--- src/rtl/ibexc_trace_pkg.sv ---
// Shared types for the RVFI trace packer: record layout, word-index enum, header packing.
// IBEXC_TRACE_MEM_EN adds mem_addr to the record and a fifth packet word.
package ibexc_trace_pkg;

  localparam logic [7:0] TraceSyncByte = 8'hA5;

  typedef enum logic [2:0] {
    W_IDLE  = 3'd0,
    W_HDR   = 3'd1,
    W_PC    = 3'd2,
    W_INSN  = 3'd3,
    W_WDATA = 3'd4,
    W_MEM   = 3'd5
  } trace_word_e;

  typedef struct packed {
    logic [7:0]  order;
    logic [31:0] pc;
    logic [31:0] insn;
    logic [4:0]  rd_addr;
    logic [31:0] rd_wdata;
    logic        trap;
    logic        intr;
    logic [1:0]  mode;
    logic        mem_access;
`ifdef IBEXC_TRACE_MEM_EN
    logic [31:0] mem_addr;
`endif
    logic [7:0]  drops;
  } trace_rec_t;

  localparam int TraceRecW = $bits(trace_rec_t);

  function automatic logic [31:0] pack_header(input trace_rec_t r);
    return {TraceSyncByte, r.drops, r.rd_addr, r.trap, r.intr, r.mode,
            r.mem_access, r.order[5:0]};
  endfunction

endpackage

--- src/rtl/ibexc_trace_fifo.sv ---
// Generic synchronous FIFO with registered occupancy; head entry is read combinationally.
// Push is refused when full on pre-pop occupancy; pop is ignored when empty.
module ibexc_trace_fifo #(
  parameter int W     = 8,
  parameter int DEPTH = 8,
  parameter int LW    = $clog2(DEPTH + 1)
) (
  input  logic          clk_i,
  input  logic          rst_i,
  input  logic          push_i,
  input  logic [W-1:0]  wdata_i,
  input  logic          pop_i,
  output logic [W-1:0]  rdata_o,
  output logic          full_o,
  output logic          empty_o,
  output logic [LW-1:0] level_o
);

  localparam int AW = $clog2(DEPTH);

  logic [W-1:0]  r_mem [DEPTH];
  logic [AW-1:0] r_wr_ptr;
  logic [AW-1:0] r_rd_ptr;
  logic [LW-1:0] r_level;
  logic          w_do_push;
  logic          w_do_pop;

  assign full_o    = (r_level == LW'(DEPTH));
  assign empty_o   = (r_level == '0);
  assign level_o   = r_level;
  assign rdata_o   = r_mem[r_rd_ptr];
  assign w_do_push = push_i & ~full_o;
  assign w_do_pop  = pop_i & ~empty_o;

  always_ff @(posedge clk_i) begin
    if (w_do_push) r_mem[r_wr_ptr] <= wdata_i;
  end

  always_ff @(posedge clk_i) begin
    if (rst_i) begin
      r_wr_ptr <= '0;
      r_rd_ptr <= '0;
      r_level  <= '0;
    end else begin
      if (w_do_push) r_wr_ptr <= r_wr_ptr + AW'(1);
      if (w_do_pop)  r_rd_ptr <= r_rd_ptr + AW'(1);
      if (w_do_push && !w_do_pop)      r_level <= r_level + LW'(1);
      else if (!w_do_push && w_do_pop) r_level <= r_level - LW'(1);
    end
  end

endmodule

--- src/rtl/ibexc_rvfi_trace_packer.sv ---
// Captures RVFI retirements into a record FIFO and serialises each into a 32-bit word packet.
// IBEXC_TRACE_MEM_EN appends mem_addr as a fifth word for memory-accessing records.
module ibexc_rvfi_trace_packer
  import ibexc_trace_pkg::*;
#(
  parameter int Depth    = 8,
  parameter int DropCntW = 16
) (
  input  logic                       clk_i,
  input  logic                       rst_i,
  input  logic                       trace_en_i,
  input  logic                       rvfi_valid_i,
  input  logic [63:0]                rvfi_order_i,
  input  logic [31:0]                rvfi_insn_i,
  input  logic                       rvfi_trap_i,
  input  logic                       rvfi_intr_i,
  input  logic [1:0]                 rvfi_mode_i,
  input  logic [4:0]                 rvfi_rd_addr_i,
  input  logic [31:0]                rvfi_rd_wdata_i,
  input  logic [31:0]                rvfi_pc_rdata_i,
  input  logic [31:0]                rvfi_mem_addr_i,
  input  logic [3:0]                 rvfi_mem_rmask_i,
  input  logic [3:0]                 rvfi_mem_wmask_i,
  output logic                       trace_valid_o,
  input  logic                       trace_ready_i,
  output logic [31:0]                trace_data_o,
  output logic                       trace_last_o,
  output logic [$clog2(Depth+1)-1:0] fifo_level_o,
  output logic [DropCntW-1:0]        drop_total_o,
  output logic [2:0]                 dbg_word_o
);

  localparam int LW = $clog2(Depth + 1);

  trace_word_e          r_word;
  logic [7:0]           r_pending_drop;
  logic [DropCntW-1:0]  r_drop_total;
  trace_rec_t           w_rec;
  trace_rec_t           w_head;
  logic [TraceRecW-1:0] w_head_bits;
  logic                 w_cap;
  logic                 w_push;
  logic                 w_full;
  logic                 w_empty;
  logic                 w_pop;
  logic [LW-1:0]        w_level;
  trace_word_e          w_after_pop;

`ifdef IBEXC_TRACE_MEM_EN
  logic [55:0] w_unused_order;
  assign w_unused_order = rvfi_order_i[63:8];
`else
  logic [87:0] w_unused_order;
  assign w_unused_order = {rvfi_order_i[63:8], rvfi_mem_addr_i};
`endif

  assign w_cap  = rvfi_valid_i & trace_en_i;
  assign w_push = w_cap & ~w_full;

  always_comb begin
    w_rec            = '0;
    w_rec.order      = rvfi_order_i[7:0];
    w_rec.pc         = rvfi_pc_rdata_i;
    w_rec.insn       = rvfi_insn_i;
    w_rec.rd_addr    = rvfi_rd_addr_i;
    w_rec.rd_wdata   = rvfi_rd_wdata_i;
    w_rec.trap       = rvfi_trap_i;
    w_rec.intr       = rvfi_intr_i;
    w_rec.mode       = rvfi_mode_i;
    w_rec.mem_access = |(rvfi_mem_rmask_i | rvfi_mem_wmask_i);
`ifdef IBEXC_TRACE_MEM_EN
    w_rec.mem_addr   = rvfi_mem_addr_i;
`endif
    w_rec.drops      = r_pending_drop;
  end

  ibexc_trace_fifo #(.W(TraceRecW), .DEPTH(Depth), .LW(LW)) u_fifo (
    .clk_i   (clk_i),
    .rst_i   (rst_i),
    .push_i  (w_push),
    .wdata_i (w_rec),
    .pop_i   (w_pop),
    .rdata_o (w_head_bits),
    .full_o  (w_full),
    .empty_o (w_empty),
    .level_o (w_level)
  );

  assign w_head       = trace_rec_t'(w_head_bits);
  assign fifo_level_o = w_level;
  assign drop_total_o = r_drop_total;
  assign dbg_word_o   = r_word;

  // Stream handshake: a word moves only when trace_valid_o & trace_ready_i at the clock
  // edge; until then data/last hold, and valid only falls after a handshake or on reset.
  always_comb begin
    trace_valid_o = (r_word != W_IDLE);
    trace_data_o  = '0;
    trace_last_o  = 1'b0;
    case (r_word)
      W_HDR:   trace_data_o = pack_header(w_head);
      W_PC:    trace_data_o = w_head.pc;
      W_INSN:  trace_data_o = w_head.insn;
      W_WDATA: begin
        trace_data_o = w_head.rd_wdata;
`ifdef IBEXC_TRACE_MEM_EN
        trace_last_o = ~w_head.mem_access;
`else
        trace_last_o = 1'b1;
`endif
      end
      W_MEM: begin
`ifdef IBEXC_TRACE_MEM_EN
        trace_data_o = w_head.mem_addr;
`endif
        trace_last_o = 1'b1;
      end
      default: ;
    endcase
  end

  assign w_pop       = trace_valid_o & trace_ready_i & trace_last_o;
  // Occupancy after this pop is level-1+push; chain straight into the next header if nonzero.
  assign w_after_pop = ((w_level > LW'(1)) || w_push) ? W_HDR : W_IDLE;

  always_ff @(posedge clk_i) begin
    if (rst_i) begin
      r_word <= W_IDLE;
    end else begin
      case (r_word)
        W_IDLE:  if (w_push || !w_empty) r_word <= W_HDR;
        W_HDR:   if (trace_ready_i) r_word <= W_PC;
        W_PC:    if (trace_ready_i) r_word <= W_INSN;
        W_INSN:  if (trace_ready_i) r_word <= W_WDATA;
        W_WDATA: if (trace_ready_i) r_word <= trace_last_o ? w_after_pop : W_MEM;
        W_MEM:   if (trace_ready_i) r_word <= w_after_pop;
        default: r_word <= W_IDLE;
      endcase
    end
  end

  always_ff @(posedge clk_i) begin
    if (rst_i) begin
      r_pending_drop <= '0;
      r_drop_total   <= '0;
    end else if (w_cap && w_full) begin
      if (r_pending_drop != 8'hFF) r_pending_drop <= r_pending_drop + 8'd1;
      if (r_drop_total != '1)      r_drop_total   <= r_drop_total + DropCntW'(1);
    end else if (w_push) begin
      r_pending_drop <= '0;
    end
  end

endmodule

--- config.mk ---
export PLATFORM = sky130hd
export DESIGN_NAME = ibexc_rvfi_trace_packer
export DESIGN_NICKNAME = d
export VERILOG_FILES = /design/src/rtl/ibexc_trace_pkg.sv /design/src/rtl/ibexc_trace_fifo.sv /design/src/rtl/ibexc_rvfi_trace_packer.sv
export SDC_FILE = /design/constraint.sdc
export NUM_CORES = 1
export LEC_CHECK = 0
export CAP_MARGIN = 20
export CELL_PAD_IN_SITES_DETAIL_PLACEMENT = 1
export CELL_PAD_IN_SITES_GLOBAL_PLACEMENT = 1
export CORE_AREA = 2 2 230 346
export CTS_CLUSTER_SIZE = 10
export DETAILED_ROUTE_END_ITERATION = 8
export DIE_AREA = 0 0 232 348
export PLACE_DENSITY_LB_ADDON = 0.1
export REMOVE_ABC_BUFFERS = 1
export SLEW_MARGIN = 20
export SYNTH_ARGS = -nofsm -noshare
export SYNTH_HDL_FRONTEND = slang
export SYNTH_SLANG_ARGS = --single-unit
--- constraint.sdc ---
create_clock -name clk_i -period 18.15 [get_ports clk_i]
set_clock_uncertainty 0.05 [all_clocks]
set_input_delay 2.7225 -clock clk_i [delete_from_list [all_inputs] [get_ports clk_i]]
set_output_delay 2.7225 -clock clk_i [all_outputs]
set_load 0.01 [all_outputs]
==> metrics.md <==
| Metric | Value |
|---|---|
| Combinational share of power | 4.5% |
| Sequential power share | 54.4% |
| Uppermost routed layer | met5 |
| Insertion delay of the later-clocked pin in the worst-skew pair | 0.66 ns |
| Worst Slack Setup Final | 9.750 ns |
| Pins over their slew limit | 0 |
| R2R Path Start | u_fifo.level_o[0]$_SDFFE_PP0P_ |
| Largest net degree at the start of global routing | 121 |
| Pre-CTS setup slack | 9.705 ns |
| Clock share of power | 41.2% |
| DP HPWL | 43250 um |
| H-tree depth reported by CTS | 3 |
| Cell variety after synth | 61 |
| Metal1 wirelength | 36670 um |
| Placed inst area | 41560 um2 |
| Vias in the first global route | 20613 |
| Design Power | 4.721 mW |
| CTS root buf | clkbuf_16 |
| Kind of critical path | reg -> out |
| Num CTS Buffers | 110 |
| Synth Flop Type | edfxtp_1 |
| Drc violations | 0 |
| Placement row count | 126 |
| EDFF count, synth | 960 |
| Worst reg2reg endpoint | u_fifo.r_mem[5][92]$_DFFE_PP_ |
| Wire per inst | 28.30 um |
| Fin crit share | 46.28% |
| Total internal power | 3.766 mW |
| Routed wire length | 87380 um |
| Hold depth | 2 |
| Initial Utilization | 49.48% |
| Die ar. | 80740 um2 |
| # setup viols final | 0 |
| Worst Setup End Kind | output pin |
| Worst hold path type | reg -> reg |
| Arrival time at the worst endpoint | 5.63 ns |
| Sw Share | 20.24% |
| Max Fclk | 119.0 MHz |
| R2r worst-path depth | 8 |
| Setup TNS Final | 0 ns |
| Max Fanout on Critical Path | 58 |
| Ys Warns | 0 |
| Post-route cell area | 44610 um2 |
| Met3 routed WL | 4305 um |
| Port bufs | 180 |
| Fillers | 6638 |
| Min Tclk post-route | 8.400 ns |
| Max clock buf depth | 3 |
| Status | finished, final reports clean |
| Worst slew margin | 31.75% |
| Clock Sink Count | 1000 |
| Cell area after synthesis | 38610 um2 |
| WHS Endpoint | u_fifo.r_wr_ptr[0]$_SDFFE_PP0P_ |
| Min-Delay Startpoint | u_fifo.r_wr_ptr[0]$_SDFFE_PP0P_ |
| Cts hold-fix bufs | 0 |
| Slew @ Worst Pin | 1.024 ns |
| Switching power | 0.9554 mW |
| Placer Congestion | 0.7412 |
| Startpoint types | flip-flop |
| RSZ-0062 raised after global routing | no |
| IO Pins | 271 |
| Met2 WL post-DR | 44650 um |
| Core area | 78040 um2 |
| Final Hold Fails | 0 |
| Global Route Usage Sum | 22.31% |
| Mapped Cells | 1792 |
| Post CTS Setup Buffer Count | 0 |
| TritonCTS clock tree | yes |
| Flop2flop setup slack | 13.71 ns |
| DRT Pass-1 Iters | 5 |
| Die width | 232 um |
| Max-cap viol count | 0 |
| Sequential fraction of the synthesis area | 76.74% |
| Die Ht | 348 um |
| Syn avg cell area | 21.55 um2 |
| CTS resizes | 0 |
| Nets | 2243 |
| Routed vias/inst | 5.984 |
| Antenna violations before repair | 8 |
| First-pass GRT wire length | 132200 um |
| Iter 0 DRT Violations | 1331 |
| Share of cells above drive strength 1 | 21.81% |
| Gr ovfl total | 0 |
| Peak supply drop | 0.07192 mV |
| Hold_ws | 0.4657 ns |
| Worst EP required | 15.38 ns |
| Clock transition at the registers of the reported paths | 0.06 ns |
| Leak | 13.45 nW |
| #FFs+latches synth | 1000 |
| Synth async-reset ratio | 0% |
| Vias | 18478 |
| Area Overhead vs Synth | 15.54% |
| Post-detailed-route count of antenna-violating nets | 0 |
| Power Dens Cells | 105.8 nW/um2 |
==> per-layer routing <==
metal / vias up / GRT usage, %
met4: 12 / 6.044
met5: - / 0
met3: 137 / 4.191
met1: 9951 / 29.91
met2: 435 / 37.61
li1: 7943 / -
==> Yosys cell counts, types with 3 or more instances <==
| cell | number | area [um2] |
|---|---|---|
| inv_1 | 7 | 26.28 |
| o211ai_2 | 4 | 50.05 |
| buf_4 | 15 | 112.6 |
| mux2_1 | 6 | 67.56 |
| nor2_1 | 77 | 289.0 |
| o221ai_1 | 28 | 245.2 |
| o21ai_0 | 9 | 45.04 |
| a21oi_1 | 9 | 45.04 |
| xor2_1 | 16 | 140.1 |
| mux2i_1 | 84 | 840.8 |
| buf_1 | 14 | 52.55 |
| a22oi_1 | 4 | 30.03 |
| and2_1 | 3 | 18.77 |
| and3_1 | 4 | 25.02 |
| nand2b_1 | 9 | 56.30 |
| o32a_1 | 28 | 280.3 |
| o22ai_1 | 39 | 244.0 |
| nor3_1 | 5 | 25.02 |
| xnor2_1 | 7 | 61.31 |
| nand4_1 | 6 | 37.54 |
| ha_1 | 9 | 112.6 |
| buf_2 | 31 | 155.2 |
| o211ai_1 | 4 | 30.03 |
| nand2_1 | 20 | 75.07 |
| nor4_1 | 3 | 18.77 |
| nand3_1 | 4 | 20.02 |
| buf_6 | 5 | 56.30 |
| mux4_2 | 201 | 4527 |
| edfxtp_1 | 960 | 28830 |
| dfxtp_1 | 40 | 800.8 |
| or3_1 | 6 | 37.54 |
| clkbuf_1 | 28 | 105.1 |
| mux2_2 | 72 | 810.8 |
==> placed cells by master, fill, tap and decap left out, types with 4 or more instances in the layout <==
| master | synthesis | layout |
|---|---|---|
| o22ai_1 | 39 | 39 |
| or3_1 | 6 | 5 |
| nand4_1 | 6 | 6 |
| mux2_2 | 72 | 72 |
| mux4_2 | 201 | 201 |
| o221ai_1 | 28 | 28 |
| xnor2_1 | 7 | 7 |
| clkdlybuf4s50_1 | 0 | 180 |
| buf_4 | 15 | 23 |
| a22oi_1 | 4 | 4 |
| nor2_4 | 1 | 7 |
| o21ai_0 | 9 | 9 |
| edfxtp_1 | 960 | 960 |
| o211ai_2 | 4 | 4 |
| o32a_1 | 28 | 28 |
| inv_6 | 0 | 5 |
| ha_1 | 9 | 9 |
| buf_12 | 0 | 5 |
| a21oi_1 | 9 | 9 |
| clkbuf_16 | 0 | 113 |
| mux2_1 | 6 | 6 |
| dfxtp_1 | 40 | 37 |
| nor2_1 | 77 | 71 |
| nand2b_1 | 9 | 8 |
| nand3_1 | 4 | 4 |
| inv_1 | 7 | 7 |
| o211ai_1 | 4 | 4 |
| and3_1 | 4 | 4 |
| clkbuf_1 | 28 | 37 |
| mux2i_1 | 84 | 84 |
| xor2_1 | 16 | 16 |
| nand2_1 | 20 | 17 |
==> critical path, cell delays in order, from the launching register on <==
cell and delay, ns:
dfxtp_4 0.96, buf_4 0.47, buf_16 0.30, buf_6 0.62, buf_4 0.76, mux4_2 0.60
mux2i_1 0.22, o32a_1 0.28, o221ai_1 0.14, clkdlybuf4s50_1 0.52
==> area by class of cell <==
class                      count  area (um2)  area share (%)
tap                         1024        1281           2.872
multi-input combinational    691        8536           19.13
sequential                  1000       29640           66.44
inverter                       7       26.28         0.05890
clock buffer                 150        2967           6.650
antenna                        1       2.502        0.005610
timing repair buffer         210        2113           4.737
clock inverter                 5       43.79         0.09817
==> state kept, by name, indices dropped and copies added (netlist names), named ones only <==
signal and cells:
drop_total_o 16, u_fifo.r_wr_ptr 3, u_fifo.r_mem 960, u_fifo.level_o 4, dbg_word_o 3, u_fifo.r_rd_ptr 3, r_pending_drop 8
==> how the worst max path moves through the flow <==
stage / start / to / slack, ns
2_1_floorplan: flip-flop / trace_data_o[24] / 3.73
3_3_place_gp: flip-flop / trace_data_o[14] / 9.81
4_1_cts: flip-flop / trace_data_o[14] / 8.97
3_5_place_dp: flip-flop / trace_data_o[14] / 9.70
6_report: flip-flop / trace_data_o[14] / 9.75
5_1_grt: flip-flop / trace_data_o[14] / 9.25
==> metrics by stage <==
stage	util, %	cells
3_5_place_dp	53.26	2931
5_1_grt	57.16	3088
6_report	57.16	3088
4_1_cts	57.12	3086
3_3_place_gp	53.26	2931
2_1_floorplan	-	1698
==> kinds of logic (layout without fill, tap and decap cells) <==
group	after synthesis	count (layout)	synth area share [%]
fa+ha+maj	9	9	0.2917
flops	1000	1000	76.74
buf+inv	101	372	1.338
simple gates	155	155	2.000
mux	363	363	16.18
xor+xnor	23	23	0.5217
compound gates	141	141	2.933
other cells	0	1	0
==> power by group through the flow <==
stage          combinational, mW  clock (mW)  sequential (mW)
3_5_place_dp               0.214           0             2.61
5_1_grt                    0.229        2.07             2.57
3_3_place_gp               0.208           0             2.61
6_report                   0.212        1.94             2.57
2_1_floorplan             0.0813           0             2.62
4_1_cts                    0.216        1.99             2.57
(Power assumes the default switching activity.)
==> edit (same settings) <==
Add an input register stage for `rvfi_mode_i`, without a reset; this delays it by one clock. The other inputs are not delayed to match.
--- a/src/rtl/ibexc_rvfi_trace_packer.sv
+++ b/src/rtl/ibexc_rvfi_trace_packer.sv
@@ -33,2 +33,8 @@
   localparam int LW = $clog2(Depth + 1);
+
+  logic [1:0] rvfi_mode_q;
+
+  always_ff @(posedge clk_i) begin
+    rvfi_mode_q <= rvfi_mode_i;
+  end
 
@@ -68,3 +74,3 @@
     w_rec.intr       = rvfi_intr_i;
-    w_rec.mode       = rvfi_mode_i;
+    w_rec.mode       = rvfi_mode_q;
     w_rec.mem_access = |(rvfi_mem_rmask_i | rvfi_mem_wmask_i);
Formal check against the unedited RTL: not equivalent (a bounded check fails within 4 cycles, from zero or initial values and one cycle with rst_i high).
==> edit against the original RTL <==
Sequential power hardly changed. Global-route usage fell by 0.47 points. Design area about the same. Synthesized area is 0.19% higher. Routed wire length fell by 2.4%. Total power hardly changed. Setup slack improved by 0.48 ns. Combinational power increased by 3%. Die area unchanged. Sequential cell count is 2 higher. Synthesized cell count is 1.3% lower.
==> edit: results (changes against the original RTL) <==
Status: completed (unchanged)
Nonclk inv count: 9 (was 7)
Final WL: 85,300 um (was 87,380 um)
Layout cells sized above 1: 0.1998 (was 0.2181)
DR WL met2: 44,060 um (was 44,650 um)
Diode count: 4 (was 1)
Comb. pwr: 0.219 mW (was 0.212 mW)
Post-synth top cells: 960 x edfxtp_1, 221 x mux4_2, 112 x mux2i_1, 55 x nor2_1, 42 x dfxtp_1 (was 960 x edfxtp_1, 201 x mux4_2, 84 x mux2i_1, 77 x nor2_1, 72 x mux2_2)
Vias in the first global route: 20,720 (was 20,610)
Seq/total area: 0.6659 (was 0.6644)
Synth Area in Compound Gates: 0.02413 (was 0.02933)
# fillers: 6,634 (was 6,638)
GPL Wtd Cong: 0.6941 (was 0.7412)
Placed insts: 2,903 (was 2,931)
Reg power frac: 0.545 (was 0.544)
Vias: 18,130 (was 18,480)
Adder and majority cell fraction of the synthesized area: 0.002911 (was 0.002917)
Met3 Track Usage GR: 0.04020 (was 0.04191)
Period utilization: 0.4363 (was 0.4628)
Largest net degree at the start of global routing: 159 (was 121)
Crit path DAT: 5.15 ns (was 5.63 ns)
Min Hold Slack: 0.4880 ns (was 0.4657 ns)
Share of the yosys chip area belonging to registers: 0.7670 (was 0.7674)
Initial antenna violation count: 9 (was 8)
Crit path largest cell delay: 0.94 ns (was 0.96 ns)
Placed Area: 41,590 sq um (was 41,560 sq um)
Post-Synth XOR/XNOR Area: 0.004755 (was 0.005217)
Met2 Use GR: 0.3737 (was 0.3761)
Clock-cell share of area: 0.06645 (was 0.06748)
Non-clock buffer share of cell area: 0.04635 (was 0.04737)
Count of cell types in the netlist: 56 (was 61)
#MultiIn Comb: 670 (was 691)
Mux cell area share after synthesis: 0.1661 (was 0.1618)
edit: cell types whose count changed in the layout (fill, tap and decap cells not counted), sizes merged, moves of 6 or more:
cell	before	now
buf	30	18
mux2	78	29
mux2i	84	112
mux4	201	221
nor2	78	55
nor2b	1	13
nor3	5	11
nor4	4	10
o22a	0	24
o22ai	39	17
o32a	28	1
edit: worst min-delay path: stages, from the launching register on:
cell,delay (ns)
dfxtp_1,0.34
o21ai_0,0.08
a21oi_1,0.07
edit: worst paths after layout:
check | start | to | cells after the start
max reg2reg | u_fifo.level_o[0] | u_fifo.r_mem[1][83] | 7
min reg2reg | u_fifo.r_wr_ptr[0] | u_fifo.r_wr_ptr[0] | 2
min | u_fifo.r_wr_ptr[0] | u_fifo.r_wr_ptr[0] | 2
max | flip-flop | trace_data_o[2] | 7
